**config.mk**
```make
export PLATFORM = sky130hd
export DESIGN_NAME = multdiv_ctrl
export DESIGN_NICKNAME = d
export VERILOG_FILES = /design/src/rtl/multdiv_ctrl_pkg.sv /design/src/rtl/multdiv_decode.sv /design/src/rtl/multdiv_ctrl.sv
export SDC_FILE = /design/constraint.sdc
export NUM_CORES = 1
export LEC_CHECK = 0
export ABC_CLOCK_PERIOD_IN_PS = 2100
export BUFFER_PORTS_ARGS = -buffer_cell sky130_fd_sc_hd__buf_2
export CORE_MARGIN = 8
export CORE_UTILIZATION = 44
export CTS_CLUSTER_SIZE = 25
export DETAILED_ROUTE_END_ITERATION = 7
export PLACE_DENSITY = 0.77
export SLEW_MARGIN = 10
export SYNTH_ARGS = -nofsm -noshare
export SYNTH_HDL_FRONTEND = slang
export SYNTH_SLANG_ARGS = --single-unit
export TNS_END_PERCENT = 10
```
**constraint.sdc**
```tcl
create_clock -name clock -period 2.1 [get_ports clock]
set_input_delay 0.42 -clock clock [delete_from_list [all_inputs] [get_ports clock]]
set_output_delay 0.42 -clock clock [all_outputs]
set_load 0.01 [all_outputs]
```
**src/rtl/multdiv_ctrl_pkg.sv**
```systemverilog
// Shared constants, FSM encoding and writeback packet for the multiply/divide sequencer.
// Also consumed by the bypass and decode logic.
package multdiv_ctrl_pkg;

    localparam int unsigned XLEN  = 32;
    localparam int unsigned OPC_W = 5;
    localparam int unsigned REG_W = 5;

    localparam logic [OPC_W-1:0] OPC_ALU  = 5'b00000;
    localparam logic [OPC_W-1:0] OPC_JAL  = 5'b00011;
    localparam logic [OPC_W-1:0] OPC_SETX = 5'b10101;

    localparam logic [OPC_W-1:0] ALUOP_MUL = 5'b00110;
    localparam logic [OPC_W-1:0] ALUOP_DIV = 5'b00111;

    localparam logic [REG_W-1:0] REG_RSTATUS = 5'd30;
    localparam logic [REG_W-1:0] REG_RTA     = 5'd31;

    localparam logic [XLEN-1:0] STATUS_MUL_EXC = 32'd4;
    localparam logic [XLEN-1:0] STATUS_DIV_EXC = 32'd5;

    typedef enum logic [1:0] {
        ST_IDLE = 2'd0,
        ST_BUSY = 2'd1,
        ST_DONE = 2'd2
    } md_state_e;

    typedef struct packed {
        logic             valid;
        logic             wr_en;
        logic [REG_W-1:0] wr_reg;
        logic [XLEN-1:0]  wr_data;
    } md_wb_pkt_t;

endpackage

```
**src/rtl/multdiv_decode.sv**
```systemverilog
// Combinational mul/div detector for a D/X instruction word; reusable by hazard detection.
module multdiv_decode
    import multdiv_ctrl_pkg::*;
(
    input  logic [XLEN-1:0]  insn,
    output logic             is_mul,
    output logic             is_div,
    output logic [REG_W-1:0] rd
);

    logic is_alu;
    logic unused_insn;

    assign is_alu = (insn[31:27] == OPC_ALU);
    assign is_mul = is_alu && (insn[6:2] == ALUOP_MUL);
    assign is_div = is_alu && (insn[6:2] == ALUOP_DIV);
    assign rd     = insn[26:22];

    assign unused_insn = ^{insn[21:7], insn[1:0]};

endmodule

```
**src/rtl/multdiv_ctrl.sv**
```systemverilog
// Issue/stall/writeback sequencer for the multi-cycle multiply/divide unit.
// Define MULTDIV_TIMEOUT_EN to add a BUSY watchdog that forces an exception after TIMEOUT cycles.
module multdiv_ctrl
    import multdiv_ctrl_pkg::*;
#(
    parameter int unsigned TIMEOUT = 40,
    parameter int unsigned CW      = 6
) (
    input  logic             clock,
    input  logic             reset,
    input  logic [XLEN-1:0]  dx_insn,
    input  logic             flush,
    input  logic             md_ready,
    input  logic             md_exception,
    input  logic [XLEN-1:0]  md_result,
    output logic             ctrl_mult,
    output logic             ctrl_div,
    output logic             stall,
    output logic             md_valid,
    output logic             md_wr_en,
    output logic [REG_W-1:0] md_wr_reg,
    output logic [XLEN-1:0]  md_wr_data
);

    md_state_e        state_q, state_d;
    logic             op_div_q;
    logic [REG_W-1:0] rd_q;
    logic [XLEN-1:0]  data_q;
    logic             exc_q;

    logic             is_mul, is_div;
    logic [REG_W-1:0] dec_rd;
    logic             issue_c, cap_c, cap_exc_c, timeout_c;
    md_wb_pkt_t       pkt_c;

    multdiv_decode u_decode (
        .insn   (dx_insn),
        .is_mul (is_mul),
        .is_div (is_div),
        .rd     (dec_rd)
    );

`ifdef MULTDIV_TIMEOUT_EN
    logic [CW-1:0] cnt_q;

    // Watchdog: cleared at issue, counts every BUSY cycle.
    always_ff @(posedge clock) begin
        if (reset) begin
            cnt_q <= '0;
        end else if (issue_c) begin
            cnt_q <= '0;
        end else if (state_q == ST_BUSY) begin
            cnt_q <= cnt_q + CW'(1);
        end
    end

    assign timeout_c = (state_q == ST_BUSY) && (cnt_q == CW'(TIMEOUT - 1));
`else
    logic unused_cfg;

    assign timeout_c  = 1'b0;
    assign unused_cfg = (CW == 0) || (TIMEOUT == 0);
`endif

    always_ff @(posedge clock) begin
        if (reset) begin
            state_q  <= ST_IDLE;
            op_div_q <= 1'b0;
            rd_q     <= '0;
            data_q   <= '0;
            exc_q    <= 1'b0;
        end else begin
            state_q <= state_d;
            if (issue_c) begin
                op_div_q <= is_div;
                rd_q     <= dec_rd;
            end
            if (cap_c) begin
                data_q <= md_ready ? md_result : '0;
                exc_q  <= cap_exc_c;
            end
        end
    end

    // Next state and outputs; everything is forced low while reset is asserted.
    always_comb begin
        state_d   = state_q;
        issue_c   = 1'b0;
        cap_c     = 1'b0;
        cap_exc_c = 1'b0;
        ctrl_mult = 1'b0;
        ctrl_div  = 1'b0;
        stall     = 1'b0;
        pkt_c     = '0;
        if (!reset) begin
            case (state_q)
                ST_IDLE: begin
                    if ((is_mul || is_div) && !flush) begin
                        issue_c   = 1'b1;
                        ctrl_mult = is_mul;
                        ctrl_div  = is_div;
                        stall     = 1'b1;
                        state_d   = ST_BUSY;
                    end
                end
                ST_BUSY: begin
                    stall = 1'b1;
                    if (flush) begin
                        state_d = ST_IDLE;
                    end else if (md_ready || timeout_c) begin
                        cap_c     = 1'b1;
                        cap_exc_c = md_ready ? md_exception : 1'b1;
                        state_d   = ST_DONE;
                    end
                end
                ST_DONE: begin
                    state_d = ST_IDLE;
                    if (!flush) begin
                        pkt_c.valid = 1'b1;
                        if (exc_q) begin
                            // Exception writes a status code to r30, same as setx.
                            pkt_c.wr_en   = 1'b1;
                            pkt_c.wr_reg  = REG_RSTATUS;
                            pkt_c.wr_data = op_div_q ? STATUS_DIV_EXC : STATUS_MUL_EXC;
                        end else begin
                            pkt_c.wr_en   = (rd_q != '0);
                            pkt_c.wr_reg  = rd_q;
                            pkt_c.wr_data = data_q;
                        end
                    end
                end
                default: state_d = ST_IDLE;
            endcase
        end
    end

    assign md_valid   = pkt_c.valid;
    assign md_wr_en   = pkt_c.wr_en;
    assign md_wr_reg  = pkt_c.wr_reg;
    assign md_wr_data = pkt_c.wr_data;

endmodule
```
==> out/summary.md <==
The type of the worst setup path is flop to primary output. For the worst-case clock buffer depth, the log shows 2. The biggest cell delay along the critical path works out to 0.57 ns. The last weighted congestion value of the routability-driven placer was 0.759. The run gives 0 as the final-report hold violation count. The tools report the count of max-cap constraint violations as 0. The tools report the nature of the critical path endpoint as a primary output. The antenna diode count came out at 0. In the global route stage, overall resource usage came out at 13.8%.

The number of enable flip-flop cells after synthesis was 0. Dividing the detail-routed wire length by the instance count gives 14.1 um. The floorplan step set the die height to 82.7 um.

STA puts the critical path data arrival time at 1.74 ns. The met2 track utilization from global routing was 25.3%; the area fraction in compound gates after synthesis was 0.831%. Once the floorplan was initialized, standard cells occupied 45.3% of the core.

The DRC violation count after routing was 0. The portion of netlist area occupied by mux cells was 22.9%. The power per cell area was 546 nW/um^2; the power dissipated by switching net loads was 0.000283 W. The logs give 72 for the starting DRC count in detailed routing and 69.7% for the relative slew slack. The finished cells cover 2650 sq um.

Of the total synthesized cell area, the portion taken by full adders, half adders and majority gates is 0%. The slew at the pin closest to its max-slew limit works out to 0.449 ns. Summed over all layers, the global routing overflow is 0. For this run, asynchronously set or reset flops after synthesis account for 0%. The run finished, with violations left.

Cell with the biggest individual delay on the critical path: sky130_fd_sc_hd__or4b_4. The net switching fraction of the power was 19.6%. Cell internal power was estimated by the tool at 0.00116 W.

For this run, the number of Yosys warnings is 0. Summing the areas of all xor and xnor instances in the mapped netlist gives 0% of the synthesized area. Post-synthesis sequential area ratio: 41.9%. The number of global-route vias before repair is 1701.

TritonCTS built the clock tree. Buffers inserted during clock tree synthesis total 5. The cell total after placement was 335. Mean cell area of the mapped netlist: 10.0 sq um.

By area, the combinational part of the netlist is dominated by simple AND/OR/NAND/NOR gates. During I/O placement, the number of pins put on the boundary was 111. The class of the tightest hold or removal check is input port to flop. In the final layout, the share of cells above drive strength 1 is 51.9%. The die covers 6840 sq um. The run gives 0.00374 ns as the setup clock skew after layout.

After layout, the worst path uses 103% of the clock period. By count the netlist is led by sky130_fd_sc_hd__dfxtp_1 (41), sky130_fd_sc_hd__mux2_2 (38), sky130_fd_sc_hd__nor2b_1 (38). The power share of the combinational group came out at 4.7%. The checks that failed: negative setup slack. The global routing stage identified its most utilized layer as met2. The fraction of post-synthesis cell area in the top cell type by area was 41.9%; the total placed instance area was 2490 sq um. The logs give 360 for the final net count and 4.44% for the global routing met3 resource utilization. After synthesis, the cell types taking the most area are sky130_fd_sc_hd__dfxtp_1 (42%), sky130_fd_sc_hd__mux2_2 (22%), sky130_fd_sc_hd__nor2b_1 (12%). The clock net sink count is 41, and the worst-path maximum fanout is 12. The maximum number of pins on one net before global-route repair was 43. Derived from the worst setup path, the maximum achievable clock frequency is 0.463 GHz.

Leading cell type by number of instances after synthesis: sky130_fd_sc_hd__dfxtp_1. The floorplan has 24 rows. The worst slack on hold paths was 0.352 ns; the clock slew seen by the registers of the worst setup and hold paths was 0.07 ns.

Setup repair after global routing could not meet its margin everywhere. The critical path goes through or4b_4, nor2_8, clkbuf_16, and2_1, buf_2. The final-report max-slew violation count is 0, and the post-synthesis sequential element count is 41.

The root buffer cell chosen for the clock tree is sky130_fd_sc_hd__clkbuf_8. Of the total power, registers draw 53.8%. The minimum clock period after layout is 2.16 ns, and the CTS H-tree depth is 2.

The number of antenna violations at the first check in global routing was 0; the area added between synthesis and finish was 35.2%. Buffers added to address setup during post-CTS repair amount to 0. The logs give 1623 for the number of vias in the routed layout and 0.28 ns for the clock latency of the later-clocked register in the worst-skew pair. IR analysis of the VDD net gives a maximum drop of 0.436 mV. After Yosys synthesis, and, or, nand and nor cells account for 29.9% of the synthesized area. For this block, the routed nets add up to 4820 um of wire.

The floorplan step defined a core boundary enclosing 4320 sq um. Synthesis produced a netlist whose cell count is 195. The layout has 382 filler cells. The via density per instance works out to 4.73.

Among all flip-flop cells after synthesis, the most frequent one is sky130_fd_sc_hd__dfxtp_1. The startpoint type of the worst setup path is a flop. The largest total area in the synthesized netlist belongs to sky130_fd_sc_hd__dfxtp_1. The analysis attributes to cell leakage a power of 1.36 nW. The tools report the unique cell type count in the Yosys netlist as 24.

The cell area that synthesis handed to floorplanning was 1960 sq um. Met1 track utilization from global routing: 14.3%. The run gives 343 as the filler-free cell count of the finished design.

Setup violations remaining at the end of the flow were counted as 31. The number of nets handed over by synthesis was 264. The tools report the clock network fraction of total power as 41.5%. The die outline width is 82.7 um, and the antenna violation net count after detailed routing is 0.

STA puts the critical path data required time at 1.68 ns. The worst-case setup margin in the final layout is -0.0581 ns, and the number of buffers inserted by port buffering is 93. Wire length of the first global-routing pass: 7480 um. Across all register-to-register paths, the minimum setup slack is 0.70 ns. The first detailed-routing pass ran for 4 iterations. Final HPWL from detailed placement: 3490 um.
[critical path, delay by kind of cell, from the launching register on]
family	cells	cell delay [ns]
AND/OR/NAND/NOR	3	0.84
flip-flops	1	0.32
buffers and inverters	2	0.29
[per-stage QoR]
step / setup TNS [ns] / power (W) / util (%) / worst slack (ns)
floorplan: 0 / 0.000811 / - / 0.207
global placement: -0.773 / 0.000861 / 57.6 / -0.0398
detailed placement: -0.665 / 0.000863 / 57.6 / -0.0408
CTS: -0.966 / 0.00147 / 60.1 / -0.0528
global route: -3.57 / 0.00150 / 61.2 / -0.130
finish: -1.20 / 0.00144 / 61.2 / -0.0581
[registers in the layout (all words and copies together), names as in the netlist]
register	count
op_div_q	1
state_q	2
data_q	32
rd_q	5
exc_q	1
[kinds of logic (layout without fill, tap and decap cells)]
group / after synthesis / in the layout
AO/OA/AOI/OAI: 3 / 3
buffers and inverters: 15 / 111
multiplexers: 40 / 40
flip-flops: 41 / 41
AND/OR/NAND/NOR: 96 / 96
[area by class of cell]
cell class / instances / area, sq um / share of cell area, %
Multi-Input combinational cell: 139 / 1060 / 40.0
Sequential cell: 41 / 823 / 31.1
Timing Repair Buffer: 101 / 583 / 22.0
Clock buffer: 5 / 68.8 / 2.60
Tap cell: 52 / 65.1 / 2.46
Clock inverter: 2 / 35.0 / 1.32
Inverter: 3 / 11.3 / 0.426
[power by group through the flow]
| stage | sequential (W) | clock, W | combinational [W] |
|---|---|---|---|
| after detailed placement | 0.000795 | 0 | 0.0000674 |
| after CTS | 0.000777 | 0.000623 | 0.0000677 |
| after global placement | 0.000795 | 0 | 0.0000658 |
| final | 0.000777 | 0.000600 | 0.0000674 |
| after floorplan | 0.000795 | 0 | 0.0000155 |
| after global routing | 0.000777 | 0.000649 | 0.0000755 |
[path summary, 6_finish.rpt]
path,start,to,cells after the start
worst min register to register,op_div_q,op_div_q,2
worst max register to register,state_q[0],rd_q[3],4
worst max-delay path,state_q[0],md_wr_data[11],5
worst min-delay path,md_ready,state_q[0],2
[per-layer routing]
layer / vias to the layer above / part of all wire, %
met2: 49 / 51
met4: 0 / 0.95
met5: - / 0
met3: 4 / 8.9
met1: 738 / 39
li1: 832 / -
[timing repair]
action	CTS	global route
pin swaps	0	0
setup endpoints to repair	38	34
hold buffers	0	0
gates resized for setup	2	5
cloned	0	1
[cells in the final DEF (no fill, tap or decap), types with 2 or more instances in the layout]
cell	synthesis	layout
sky130_fd_sc_hd__dfxtp_2	0	2
sky130_fd_sc_hd__dfxtp_1	41	39
sky130_fd_sc_hd__buf_6	3	2
sky130_fd_sc_hd__and2_1	31	31
sky130_fd_sc_hd__mux2i_1	2	2
sky130_fd_sc_hd__buf_2	3	90
sky130_fd_sc_hd__clkbuf_8	0	5
sky130_fd_sc_hd__mux2_2	38	38
sky130_fd_sc_hd__buf_4	1	6
sky130_fd_sc_hd__nor2b_1	38	38
sky130_fd_sc_hd__buf_12	0	2
sky130_fd_sc_hd__nor2_1	15	15
sky130_fd_sc_hd__nand4_1	2	2
sky130_fd_sc_hd__inv_1	3	3
sky130_fd_sc_hd__nor4_1	2	2
(Power assumes the default switching activity.)
